`config.mk`:
```
export PLATFORM = sky130hd
export DESIGN_NAME = battleship_shot_resolver
export DESIGN_NICKNAME = d
export VERILOG_FILES = /design/src/rtl/battleship_shot_resolver.sv
export SDC_FILE = /design/constraint.sdc
export NUM_CORES = 1
export LEC_CHECK = 0
export ABC_AREA = 1
export CAP_MARGIN = 25
export CORE_ASPECT_RATIO = 0.6
export CORE_MARGIN = 5
export CORE_UTILIZATION = 48
export CTS_BUF_LIST = sky130_fd_sc_hd__clkbuf_4 sky130_fd_sc_hd__clkbuf_8
export DETAILED_ROUTE_END_ITERATION = 10
export PLACE_DENSITY = 0.83
export SLEW_MARGIN = 10
export SYNTH_ARGS = -nofsm -noshare
export SYNTH_HDL_FRONTEND = slang
export SYNTH_SLANG_ARGS = --single-unit
```
`constraint.sdc`:
```
create_clock -name clk -period 4.09 [get_ports clk]
set_clock_uncertainty 0.15 [all_clocks]
set_input_delay 0.818 -clock clk [delete_from_list [all_inputs] [get_ports clk]]
set_output_delay 0.818 -clock clk [all_outputs]
set_load 0.05 [all_outputs]
```
`src/rtl/battleship_shot_resolver.sv`:
```
// battleship_shot_resolver: firing phase of the 5x5 game, alternating player and PC shots,
// recording hit/miss maps, counting hits and declaring the winner.
module battleship_shot_resolver #(
   parameter int N        = 5,
   parameter int PC_DELAY = 50
) (
   input  logic                       clk,
   input  logic                       rst,
   input  logic                       game_active,
   input  logic                       fire_button,
   input  logic [2:0]                 i_aim,
   input  logic [2:0]                 j_aim,
   input  logic [2:0]                 i_random,
   input  logic [2:0]                 j_random,
   input  logic [4:0]                 ship_cells_pc,
   input  logic [4:0]                 ship_cells_jug,
   input  logic [N-1:0][N-1:0][1:0]   tablero_pc,
   input  logic [N-1:0][N-1:0][1:0]   tablero_jugador,
   output logic [N-1:0][N-1:0][1:0]   shots_jug,
   output logic [N-1:0][N-1:0][1:0]   shots_pc,
   output logic [4:0]                 player_hits,
   output logic [4:0]                 pc_hits,
   output logic                       player_turn,
   output logic [1:0]                 last_result,
   output logic                       game_over,
   output logic                       winner
);
   localparam int CW = $clog2(PC_DELAY + 1);
   typedef enum logic [2:0] {IDLE, P_AIM, P_RES, PC_WAIT, PC_FIRE, PC_RES, OVER} state_t;
   state_t                     state_q, state_d;
   logic                       fire_prev_q;
   logic [2:0]                 ri_q, ri_d, rj_q, rj_d;
   logic [CW-1:0]              cnt_q, cnt_d;
   logic [N-1:0][N-1:0][1:0]   shots_jug_q, shots_jug_d, shots_pc_q, shots_pc_d;
   logic [4:0]                 player_hits_q, player_hits_d, pc_hits_q, pc_hits_d;
   logic [1:0]                 last_q, last_d;
   logic                       over_q, over_d, winner_q, winner_d;
   logic                       fire_edge, aim_ok, rand_ok, p_hit, c_hit;
   assign fire_edge = fire_prev_q & ~fire_button;
   assign aim_ok    = i_aim < 3'(N) && j_aim < 3'(N) && shots_jug_q[i_aim][j_aim] == 2'b00;
   assign rand_ok   = i_random < 3'(N) && j_random < 3'(N) && shots_pc_q[i_random][j_random] == 2'b00;
   // one latched coordinate pair serves whichever side is resolving
   assign p_hit     = tablero_pc[ri_q][rj_q] == 2'b01;
   assign c_hit     = tablero_jugador[ri_q][rj_q] == 2'b01;
   always_comb begin
      state_d       = state_q;
      ri_d          = ri_q;
      rj_d          = rj_q;
      cnt_d         = cnt_q;
      shots_jug_d   = shots_jug_q;
      shots_pc_d    = shots_pc_q;
      player_hits_d = player_hits_q;
      pc_hits_d     = pc_hits_q;
      last_d        = last_q;
      over_d        = over_q;
      winner_d      = winner_q;
      if (!game_active && state_q != OVER) state_d = IDLE;
      else case (state_q)
         IDLE:    state_d = P_AIM;
         P_AIM: if (fire_edge && aim_ok) begin
            ri_d    = i_aim;
            rj_d    = j_aim;
            state_d = P_RES;
         end
         P_RES: begin
            shots_jug_d[ri_q][rj_q] = p_hit ? 2'b10 : 2'b01;
            last_d                  = p_hit ? 2'b10 : 2'b01;
            player_hits_d           = player_hits_q + {4'd0, p_hit};
            if (ship_cells_pc != 5'd0 && player_hits_d == ship_cells_pc) begin
               state_d  = OVER;
               over_d   = 1'b1;
               winner_d = 1'b0;
            end else begin
               state_d = PC_WAIT;
               cnt_d   = '0;
            end
         end
         PC_WAIT: begin
            cnt_d   = cnt_q + 1'b1;
            state_d = cnt_q == CW'(PC_DELAY - 1) ? PC_FIRE : PC_WAIT;
         end
         PC_FIRE: if (rand_ok) begin
            ri_d    = i_random;
            rj_d    = j_random;
            state_d = PC_RES;
         end
         PC_RES: begin
            shots_pc_d[ri_q][rj_q] = c_hit ? 2'b10 : 2'b01;
            last_d                 = c_hit ? 2'b10 : 2'b01;
            pc_hits_d              = pc_hits_q + {4'd0, c_hit};
            if (ship_cells_jug != 5'd0 && pc_hits_d == ship_cells_jug) begin
               state_d  = OVER;
               over_d   = 1'b1;
               winner_d = 1'b1;
            end else state_d = P_AIM;
         end
         default: state_d = OVER;
      endcase
   end
   always_ff @(posedge clk or negedge rst) begin
      if (!rst) begin
         state_q       <= IDLE;
         fire_prev_q   <= 1'b1;
         ri_q          <= '0;
         rj_q          <= '0;
         cnt_q         <= '0;
         shots_jug_q   <= '0;
         shots_pc_q    <= '0;
         player_hits_q <= '0;
         pc_hits_q     <= '0;
         last_q        <= '0;
         over_q        <= 1'b0;
         winner_q      <= 1'b0;
      end else begin
         state_q       <= state_d;
         fire_prev_q   <= fire_button;
         ri_q          <= ri_d;
         rj_q          <= rj_d;
         cnt_q         <= cnt_d;
         shots_jug_q   <= shots_jug_d;
         shots_pc_q    <= shots_pc_d;
         player_hits_q <= player_hits_d;
         pc_hits_q     <= pc_hits_d;
         last_q        <= last_d;
         over_q        <= over_d;
         winner_q      <= winner_d;
      end
   end
   assign shots_jug   = shots_jug_q;
   assign shots_pc    = shots_pc_q;
   assign player_hits = player_hits_q;
   assign pc_hits     = pc_hits_q;
   assign player_turn = state_q == P_AIM;
   assign last_result = last_q;
   assign game_over   = over_q;
   assign winner      = winner_q;
endmodule

```
After elaboration in Yosys (flattened, before gate mapping) --
Index checks and enable logic that the tools add are counted.
Storage, ports and cells: input port bits 126, register bits 130, output and inout port bits 115
Operators by class: reductions and logical operators 26, magnitude comparators 12, add/subtract/negate cells 3, muxes and demuxes 45, equality and inequality tests 18, bitwise gates (word level) 3
Operators by type and width (number):
- $bmux W10 S3 | 4
- $bwmux W50 | 2
- $mux W10 | 5
- $demux W10 S3 | 1
- $mux W3 | 10
- $bmux W2 S3 | 4
- $lt A3 B4 Y1 const B | 6
- $pmux W3 S6 | 1
- $mux W2 | 7
- $lt A3 B3 Y1 const B | 4
- $pmux W3 S2 | 2
- $pmux W6 S2 | 1
- $add A5 B1 Y5 | 2
- $eq A5 B5 Y1 | 2
- $logic_and A1 B1 Y1 | 10
- $reduce_bool A5 Y1 | 2
- $ne A2 B2 Y1 const B | 4
- $reduce_and A2 Y1 | 4
- $reduce_and A4 Y1 | 2
- $add A6 B1 Y6 const B | 1
- $demux W2 S3 | 1
- $eq A3 B2 Y1 const B | 2
- $eq A3 B3 Y1 const B | 2
- $eq A6 B6 Y1 const B | 1
- 17 further kinds | 27

Logic depth before layout (Yosys ltp) --
Gate-level depths: netlist (run 1).
word-level depth 11, depth in mapped cells 26, gate-level depth less buffers 24

Worst setup path before layout (run 1) --
Ideal clock, no wire load.
path kind in2reg, start input port tablero_pc[26] (netlist bit), end register cnt_q[1], arrival 3.018 ns, library setup time 0.096 ns, path buffers 2, cell stages on the path 19, setup slack 0.826 ns, cell sequence nand2_1 -> o21ai_0 -> o21ai_0 -> nand2_1 -> nor2_1 -> nand2_1 -> nand2_2 -> inv_2 -> buf_6 -> ha_1 -> ha_1 -> xnor2_1 -> or2_2 -> a21oi_1 -> nand4_1 -> nand2_1 -> buf_2 -> nand2_1 -> o31ai_1
On the way: word-level cells in the longest chain between the ends 10
Ends and longest elaborated chain:
- start: declaration | RTL line 17 | input logic [N-1:0][N-1:0][1:0] tablero_pc,
- $bmux W10 S3 | RTL line 43 | assign p_hit = tablero_pc[ri_q][rj_q] == 2'b01;
- $mux W10 (implied by the code) | RTL line 43
- $bmux W2 S3 | RTL line 43
- $mux W2 (implied by the code) | RTL line 43
- $eq A2 B1 Y1 | RTL line 43
- via p_hit | RTL line 38 | logic fire_edge, aim_ok, rand_ok, p_hit, c_hit;
- $add A5 B1 Y5 | RTL line 68 | player_hits_d = player_hits_q + {4'd0, p_hit};
- $eq A5 B5 Y1 | RTL line 69 | if (ship_cells_pc != 5'd0 && player_hits_d == ship_cells_pc) begin
- $logic_and A1 B1 Y1 | RTL line 69
- $ne A2 B2 Y1 (no source line)
- $reduce_and A3 Y1 (no source line)
- end signal: assignment | RTL line 119 | cnt_q <= cnt_d;
- end: declaration | RTL line 33 | logic [CW-1:0] cnt_q, cnt_d;
The timed path passes the listed nets, and every way through them passes these cells. The select of a mux whose other input is x is not followed. A chain may end at the register's enable or synchronous reset.

Worst setup path in the final report (run 1) --
start register ri_q[2], end register cnt_q[0]
On the way: word-level cells in the longest chain between the ends 10
Ends and longest elaborated chain:
- start: declaration | RTL line 32 | logic [2:0] ri_q, ri_d, rj_q, rj_d;
- start signal: assignment | RTL line 117 | ri_q <= ri_d;
- $bmux W10 S3 | RTL line 43
- $mux W10 (implied by the code) | RTL line 43
- $bmux W2 S3 | RTL line 43
- $mux W2 (implied by the code) | RTL line 43
- $eq A2 B1 Y1 | RTL line 43
- $add A5 B1 Y5 | RTL line 68
- $eq A5 B5 Y1 | RTL line 69
- $logic_and A1 B1 Y1 | RTL line 69
- $ne A2 B2 Y1 (no source line)
- $reduce_and A3 Y1 (no source line)
Every way passes these cells. The select of a mux whose other input is x is not followed.

==> metrics.txt, run 1 <==
later-pin clock latency in the skew report 0.45 ns; final setup fails 0; fmax 268 MHz; DR pass1 iterations 5; CP max FO 12; Period minus WS final between 3 and 4 ns; RePlAce Congestion between 0.8 and 0.9; Num CTS Buffers 17; post-DR wirelength/cell 17.4 um; Worst R2R Path Depth 19; vias post-DR slightly below 8000; Setup Buffers After CTS 0; clk sink count 130; Post-synth EDFFs 0; RSZ-0062 raised after global routing false; slew margin rel. between 50% and 60%; final hold viol count 0; routed wl met3 about 2.5 mm; global route total overflow 0; reg2reg start ri_q[2]; Avg Cell Area, Syn approximately 7.5 um2; top-area cell type share of the netlist area around 44%; Resize count post-CTS 0; I/O pin cnt about 240; Crit Reg-Reg Endpoint cnt_q[0]; CTS root buffer clkbuf_8; crit path capture type flop; die area around 18000 um2; DP Area 9960 um2; Main synth FF type dfrtp_1; Synth Cell Area around 7300 um2; nets around 1400; Synth area leaders dfrtp_1 44%, nand2_1 14%, o21ai_0 6.3%; Required @ worst endpoint between 4 and 5 ns; Max Used Layer met4; Layout Cells excl Fill roughly 1400; count of input and output buffers 240; M1 wire length 11.3 mm; P_leak approximately 4.8 nW; FF+latch count, synth 130; adder-cell share of the synthesized area a little over 1%; yosys warns 0; Post-Layout Inst Area ~10000 um2; first-pass GRT wire length 39.6 mm; Die X around 170 um; Area growth, synth to finish 42.9%; vias in the first global route 7580; Via density roughly 5.4; synthesized netlist cell count 980; worst setup path class flop to flop; final worst path period share between 90% and 100%; WL met2 about 11 mm; PwrDens between 500 and 600 nW/um2; clk slew on worst S/H paths 0.09 ns; Seq/Total Area, Yosys between 40 and 50%; Hold Buf Count CTS 0; Post-Syn Nets 1112; Hold WC Path Type primary input to async pin; gr usage total between 20% and 30%; post-placement cell count around 1400; startpoint types flop; CP Capture Point cnt_q[0]; largest family of logic cells by synthesized area simple AND/OR/NAND/NOR gates; site row count 34; arrival time worst endpoint approximately 4.0 ns; DR DRC count 0; largest buffer count on any clock path 2; starting density of the core 49.6%; DP Wirelength between 15 and 20 mm; library cells used by synthesis 34; initial antenna violation count 0; Synth area leader dfrtp_1; status completed; Die Y 106 um; fin util 70.9%; max-slew violations 0; MaxCap Viol Count 0; largest net degree at the start of global routing between 70 and 80; ys async rst share 100%; Post-Synth XOR/XNOR Area under 10%; maximum VDD drop 325 uV; Design Power approximately 6.0 mW; core area between 10000 and 15000 um2; CTS tree done; flop2flop setup slack about 0.35 ns; simple-gate share of the synthesized area between 20% and 30%; CTS H-Tree Depth 4; Initial DRC Count a little under 700; post-detailed-route count of antenna-violating nets 0; compound-gate portion of the synthesized area 14.8%; Setup TNS 0 ns; worst-margin pin slew 0.652 ns; share of layout cells above drive strength 1 between 6 and 7%; FILL cells between 1000 and 1500; ANT cells 0; post-synthesis mux area share 0%; final wirelength roughly 25 mm; CP Launch Point ri_q[2]
-- layer usage --
metal,global-route usage (%),vias to the layer above
li1,-,3710
met1,39.6,3648
met2,42.2,353
met3,8.57,38
met4,6.32,0
met5,0,-
-- where the power goes --
part | switching (mW) | internal (mW)
Sequential | 0.226 | 1.52
Combinational | 2.10 | 0.990
Clock | 0.578 | 0.568
-- sequential cells by signal, indices dropped and copies added, names as in the netlist --
signal       count
shots_pc        50
pc_hits          5
fire_prev_q      1
last_result      2
state_q          3
winner           1
player_hits      5
cnt_q            6
game_over        1
shots_jug       50
ri_q             3
rj_q             3
-- placed cells by master, fill, tap and decap left out, types with 5 or more instances in the layout --
cell type        synthesis  layout
xnor2_1                  7       7
nor2_1                  48      48
o21ai_1                  5       5
nand3_1                 75      75
inv_1                  121     121
inv_2                    6       5
nand2_1                263     262
a21oi_1                 23      23
nand3b_1                23      23
o21a_1                  52      52
o31ai_1                  5       5
nand4_1                  5       5
clkdlybuf4s50_1          0     239
dfrtp_1                129     129
o21ai_0                 92      92
nor3_1                  59      59
clkbuf_8                 0      17
xor2_1                   7       7
inv_6                    0       5
ha_1                     6       6
buf_4                    3      23
-- cells in the mapped netlist, types with 2 or more instances --
library cell and number:
xor2_1 7, o211ai_1 2, nand3b_1 23, nor2_1 48, inv_1 121, a21oi_1 23
nor2_2 3, o21ai_0 92, nand2_2 2, nand4_1 5, buf_4 3, nor3_1 59
nand3_1 75, o21a_1 52, o31ai_1 5, o21ai_1 5, nand3_2 2, ha_1 6
inv_2 6, nand2_1 263, dfrtp_1 129, buf_2 12, clkbuf_1 15, xnor2_1 7
clkinv_1 3, or2_2 4
-- through the flow --
step | setup WS [ns] | hold slack (ns)
global placement | 0.317 | 0.297
global route | 0.00680 | 0.103
floorplan | 0.826 | 0.344
finish | 0.353 | 0.101
CTS | 0.405 | 0.335
detailed placement | 0.237 | 0.315
-- worst min path at each step --
stage | endpoint | slack [ns] | cells after the start
final | player_hits[3] | 0.10 | 1
after global routing | player_hits[0] | 0.10 | 1
after CTS | game_over | 0.34 | 2
after detailed placement | game_over | 0.31 | 2
after global placement | game_over | 0.30 | 2
after floorplan | cnt_q[5] | 0.34 | 2
-- final cells by class --
type	count	area (um2)	share of cell area, %
Inverter	130	489	4.69
Timing Repair Buffer	264	2620	25.1
Sequential cell	130	3250	31.2
Multi-Input combinational cell	689	3410	32.7
Tap cell	198	248	2.37
Clock buffer	18	241	2.31
Clock inverter	14	168	1.61
-- worst max-delay path, stage by stage (launching register included) --
cell and delay, ns:
dfrtp_1 0.46, inv_2 0.06, nand3_2 0.26, clkinv_2 0.32, nand2_1 0.14, nand2_1 0.06, o21ai_0 0.18, o21a_1 0.15
nand2_1 0.07, nand2_2 0.10, inv_2 0.05, ha_1 0.19, ha_1 0.22, xnor2_1 0.16, or2_2 0.29, a21oi_1 0.17
nand4_1 0.19, nand2_2 0.26, a21oi_1 0.07, a21oi_1 0.12
-- cell families after synthesis --
kind of cell               Yosys count
adders and majority gates            6
xor gates and xnor gates            14
and+or+nand+nor                    486
buffers and inverters              161
DFF                                130
AOI/OAI and AO/OA                  183
Note: power is estimated with default switching activity, not from simulation.
==> run 2: changes to the inputs <==
--- a/config.mk
+++ b/config.mk
@@ -8,7 +8,6 @@
 export ABC_AREA = 1
 export CAP_MARGIN = 25
 export CORE_ASPECT_RATIO = 0.6
-export CORE_MARGIN = 5
 export CORE_UTILIZATION = 48
 export CTS_BUF_LIST = sky130_fd_sc_hd__clkbuf_4 sky130_fd_sc_hd__clkbuf_8
 export DETAILED_ROUTE_END_ITERATION = 10
==> run 2 against run 1 <==
Against the previous run:
- final area down 0.76%
- die area down 12%
- wire length down 1.1%
- sequential share of layout area up 0.24 points
- highest routed layer unchanged
- clock power about the same
- total power about the same
- combinational power about the same
- count of clock-buffer cells in the layout down 1
- largest cell class unchanged
- global-route usage up 4.5 points
- register-to-register slack better by 0.09 ns
==> metrics.txt, run 2 (synthesized netlist as in run 1, its figures left out) <==
status completed (unchanged); final wirelength 24.8 mm (was 25.1 mm); Resize count post-CTS 0 (unchanged); MaxCap Viol Count 0 (unchanged); Required @ worst endpoint 4.30 ns (about the same); core area 14700 um2 (about the same); maximum VDD drop 392 uV (was 325 uV); Area growth, synth to finish 41.8% (was 42.9%); FILL cells 1193 (was 1199); DR pass1 iterations 6 (was 5); Hold WC Path Type primary input to async pin (unchanged); nets 1356 (was 1364); vias in the first global route 7510 (was 7580); Die X 161 um (was 169 um); Setup Buffers After CTS 0 (unchanged); Hold Buf Count CTS 0 (unchanged); DP Wirelength 18.4 mm (was 18.7 mm); Die Y 97.5 um (was 106 um); later-pin clock latency in the skew report 0.46 ns (was 0.45 ns); Initial DRC Count 710 (was 684); crit path capture type flop (unchanged); die area 15700 um2 (was 17900 um2); flop2flop setup slack 0.44 ns (was 0.35 ns); I/O pin cnt 241 (unchanged); startpoint types flop (unchanged); final worst path period share 89.2% (was 91.4%); ANT cells 0 (unchanged); RSZ-0062 raised after global routing false (unchanged); setup ws final 0.442 ns (was 0.353 ns); combinational share of power 51.5% (was 51.6%); fmax 274 MHz (was 268 MHz); largest buffer count on any clock path 2 (unchanged); count of input and output buffers 240 (unchanged); arrival time worst endpoint 3.86 ns (was 3.95 ns); CTS tree done (unchanged); CTS root buffer clkbuf_8 (unchanged); Flop pwr share 29.3% (was 29.2%); site row count 34 (unchanged); Setup TNS 0 ns (unchanged); initial antenna violation count 0 (unchanged); worst-margin pin slew 0.836 ns (was 0.652 ns); starting density of the core 49.8% (was 49.6%); final hold viol count 0 (unchanged); Post-Place Worst Slack 0.219 ns (was 0.237 ns); Internal Power 3.06 mW (was 3.08 mW); clk slew on worst S/H paths 0.09 ns (about the same); DR DRC count 0 (unchanged); post-DR wirelength/cell 17.3 um (was 17.4 um); gr usage total 32.4% (was 27.9%); Crit Reg-Reg Endpoint cnt_q[0] (unchanged); global route total overflow 0 (unchanged); sequential cell area 3250 um2 (unchanged); clock network fraction of total power 19.1% (was 19.2%); Num CTS Buffers 17 (unchanged); Worst R2R Path Depth 21 (was 19); first-pass GRT wire length 39.4 mm (was 39.6 mm); Design Power 5.98 mW (about the same); CTS H-Tree Depth 4 (unchanged); switching power share of the total 48.8% (was 48.5%); CP max FO 20 (was 12); PwrDens 578 nW/um2 (was 573 nW/um2); most frequent cells in the layout 263 x nand2_1, 239 x clkdlybuf4s50_1, 129 x dfrtp_1 (was 262 x nand2_1, 239 x clkdlybuf4s50_1, 129 x dfrtp_1); slew margin rel. 44.2% (was 56.5%); Period minus WS final 3.65 ns (was 3.74 ns); share of layout cells above drive strength 1 5.50% (was 6.27%); fin util 70.5% (was 70.9%); largest net degree at the start of global routing 69 (was 73); Multi-input gate area 3410 um2 (about the same); P_leak 4.74 nW (was 4.79 nW); clk sink count 130 (unchanged); leading cell type in the layout, fill and taps excluded nand2_1 (unchanged); post-detailed-route count of antenna-violating nets 0 (unchanged); max-slew violations 0 (unchanged); RePlAce Congestion 0.914 (was 0.897); vias post-DR 7763 (was 7749); final setup fails 0 (unchanged); reg2reg start ri_q[2] (unchanged); Via density 5.41 (was 5.37); switching power 2.92 mW (was 2.90 mW); worst setup path class flop to flop (unchanged)
[run 2: area by class of cell]
type,count,area share [%]
Multi-Input combinational cell,689,32.9
Inverter,130,4.71
Sequential cell,130,31.4
Timing Repair Buffer,256,24.7
Clock inverter,14,1.62
Tap cell,198,2.39
Clock buffer,17,2.26
[run 2: critical path, stage by stage (launching register included)]
cell and delay [ns]:
dfrtp_1 0.45, nor2_1 0.17, nand2_1 0.11, inv_2 0.32, nand2_1 0.09, nand2_1 0.08
inv_1 0.04, nand3_1 0.07, nand2_1 0.05, nand3_1 0.12, nor2_2 0.06, nand2_2 0.10
inv_2 0.05, ha_1 0.19, ha_1 0.22, xnor2_1 0.15, or2_2 0.29, a21oi_1 0.16
nand4_1 0.15, nand2_1 0.33, a21oi_1 0.07, a21oi_1 0.13
[run 2: worst max path at each step]
stage | from | end | depth (start not counted)
floorplan | tablero_pc[26] | cnt_q[1] | 19
global placement | tablero_pc[0] | cnt_q[0] | 18
detailed placement | tablero_pc[26] | cnt_q[0] | 18
CTS | ri_q[2] | cnt_q[0] | 21
global route | ri_q[2] | cnt_q[0] | 20
finish | ri_q[2] | cnt_q[0] | 21
[run 2: metrics by stage]
stage | cell area, um2 | hold slack, ns | std cells
after floorplan | 7300 | 0.344 | 980
after global placement | 9920 | 0.316 | 1402
after detailed placement | 9920 | 0.314 | 1402
after CTS | 10300 | 0.334 | 1433
after global routing | 10400 | 0.370 | 1434
final | 10400 | 0.284 | 1434
[run 2: power by group through the flow]
stage	registers, mW	logic, mW	clock network, mW
detailed placement	1.77	3.04	0
floorplan	2.38	1.31	0
finish	1.76	3.08	1.14
global placement	1.77	2.99	0
CTS	1.75	3.06	1.14
global route	1.79	3.29	1.21
[run 2: layer usage]
metal | vias up | wire (um) | global-route usage (%) | part of all wire (%)
li1 | 3688 | - | - | -
met1 | 3658 | 11200 | 45.9 | 45
met2 | 376 | 10800 | 49.3 | 43
met3 | 41 | 2450 | 8.49 | 9.8
met4 | 0 | 467 | 7.98 | 1.9
met5 | - | 0 | 0 | 0
==> run 3: changes to the inputs <==
--- a/config.mk
+++ b/config.mk
@@ -12,6 +12,7 @@
 export CTS_BUF_LIST = sky130_fd_sc_hd__clkbuf_4 sky130_fd_sc_hd__clkbuf_8
 export DETAILED_ROUTE_END_ITERATION = 10
 export PLACE_DENSITY = 0.83
+export SKIP_LAST_GASP = 1
 export SLEW_MARGIN = 10
 export SYNTH_ARGS = -nofsm -noshare
 export SYNTH_HDL_FRONTEND = slang
==> results of run 3 <==
Final layout, timing and power as in run 2 (identical DEF).
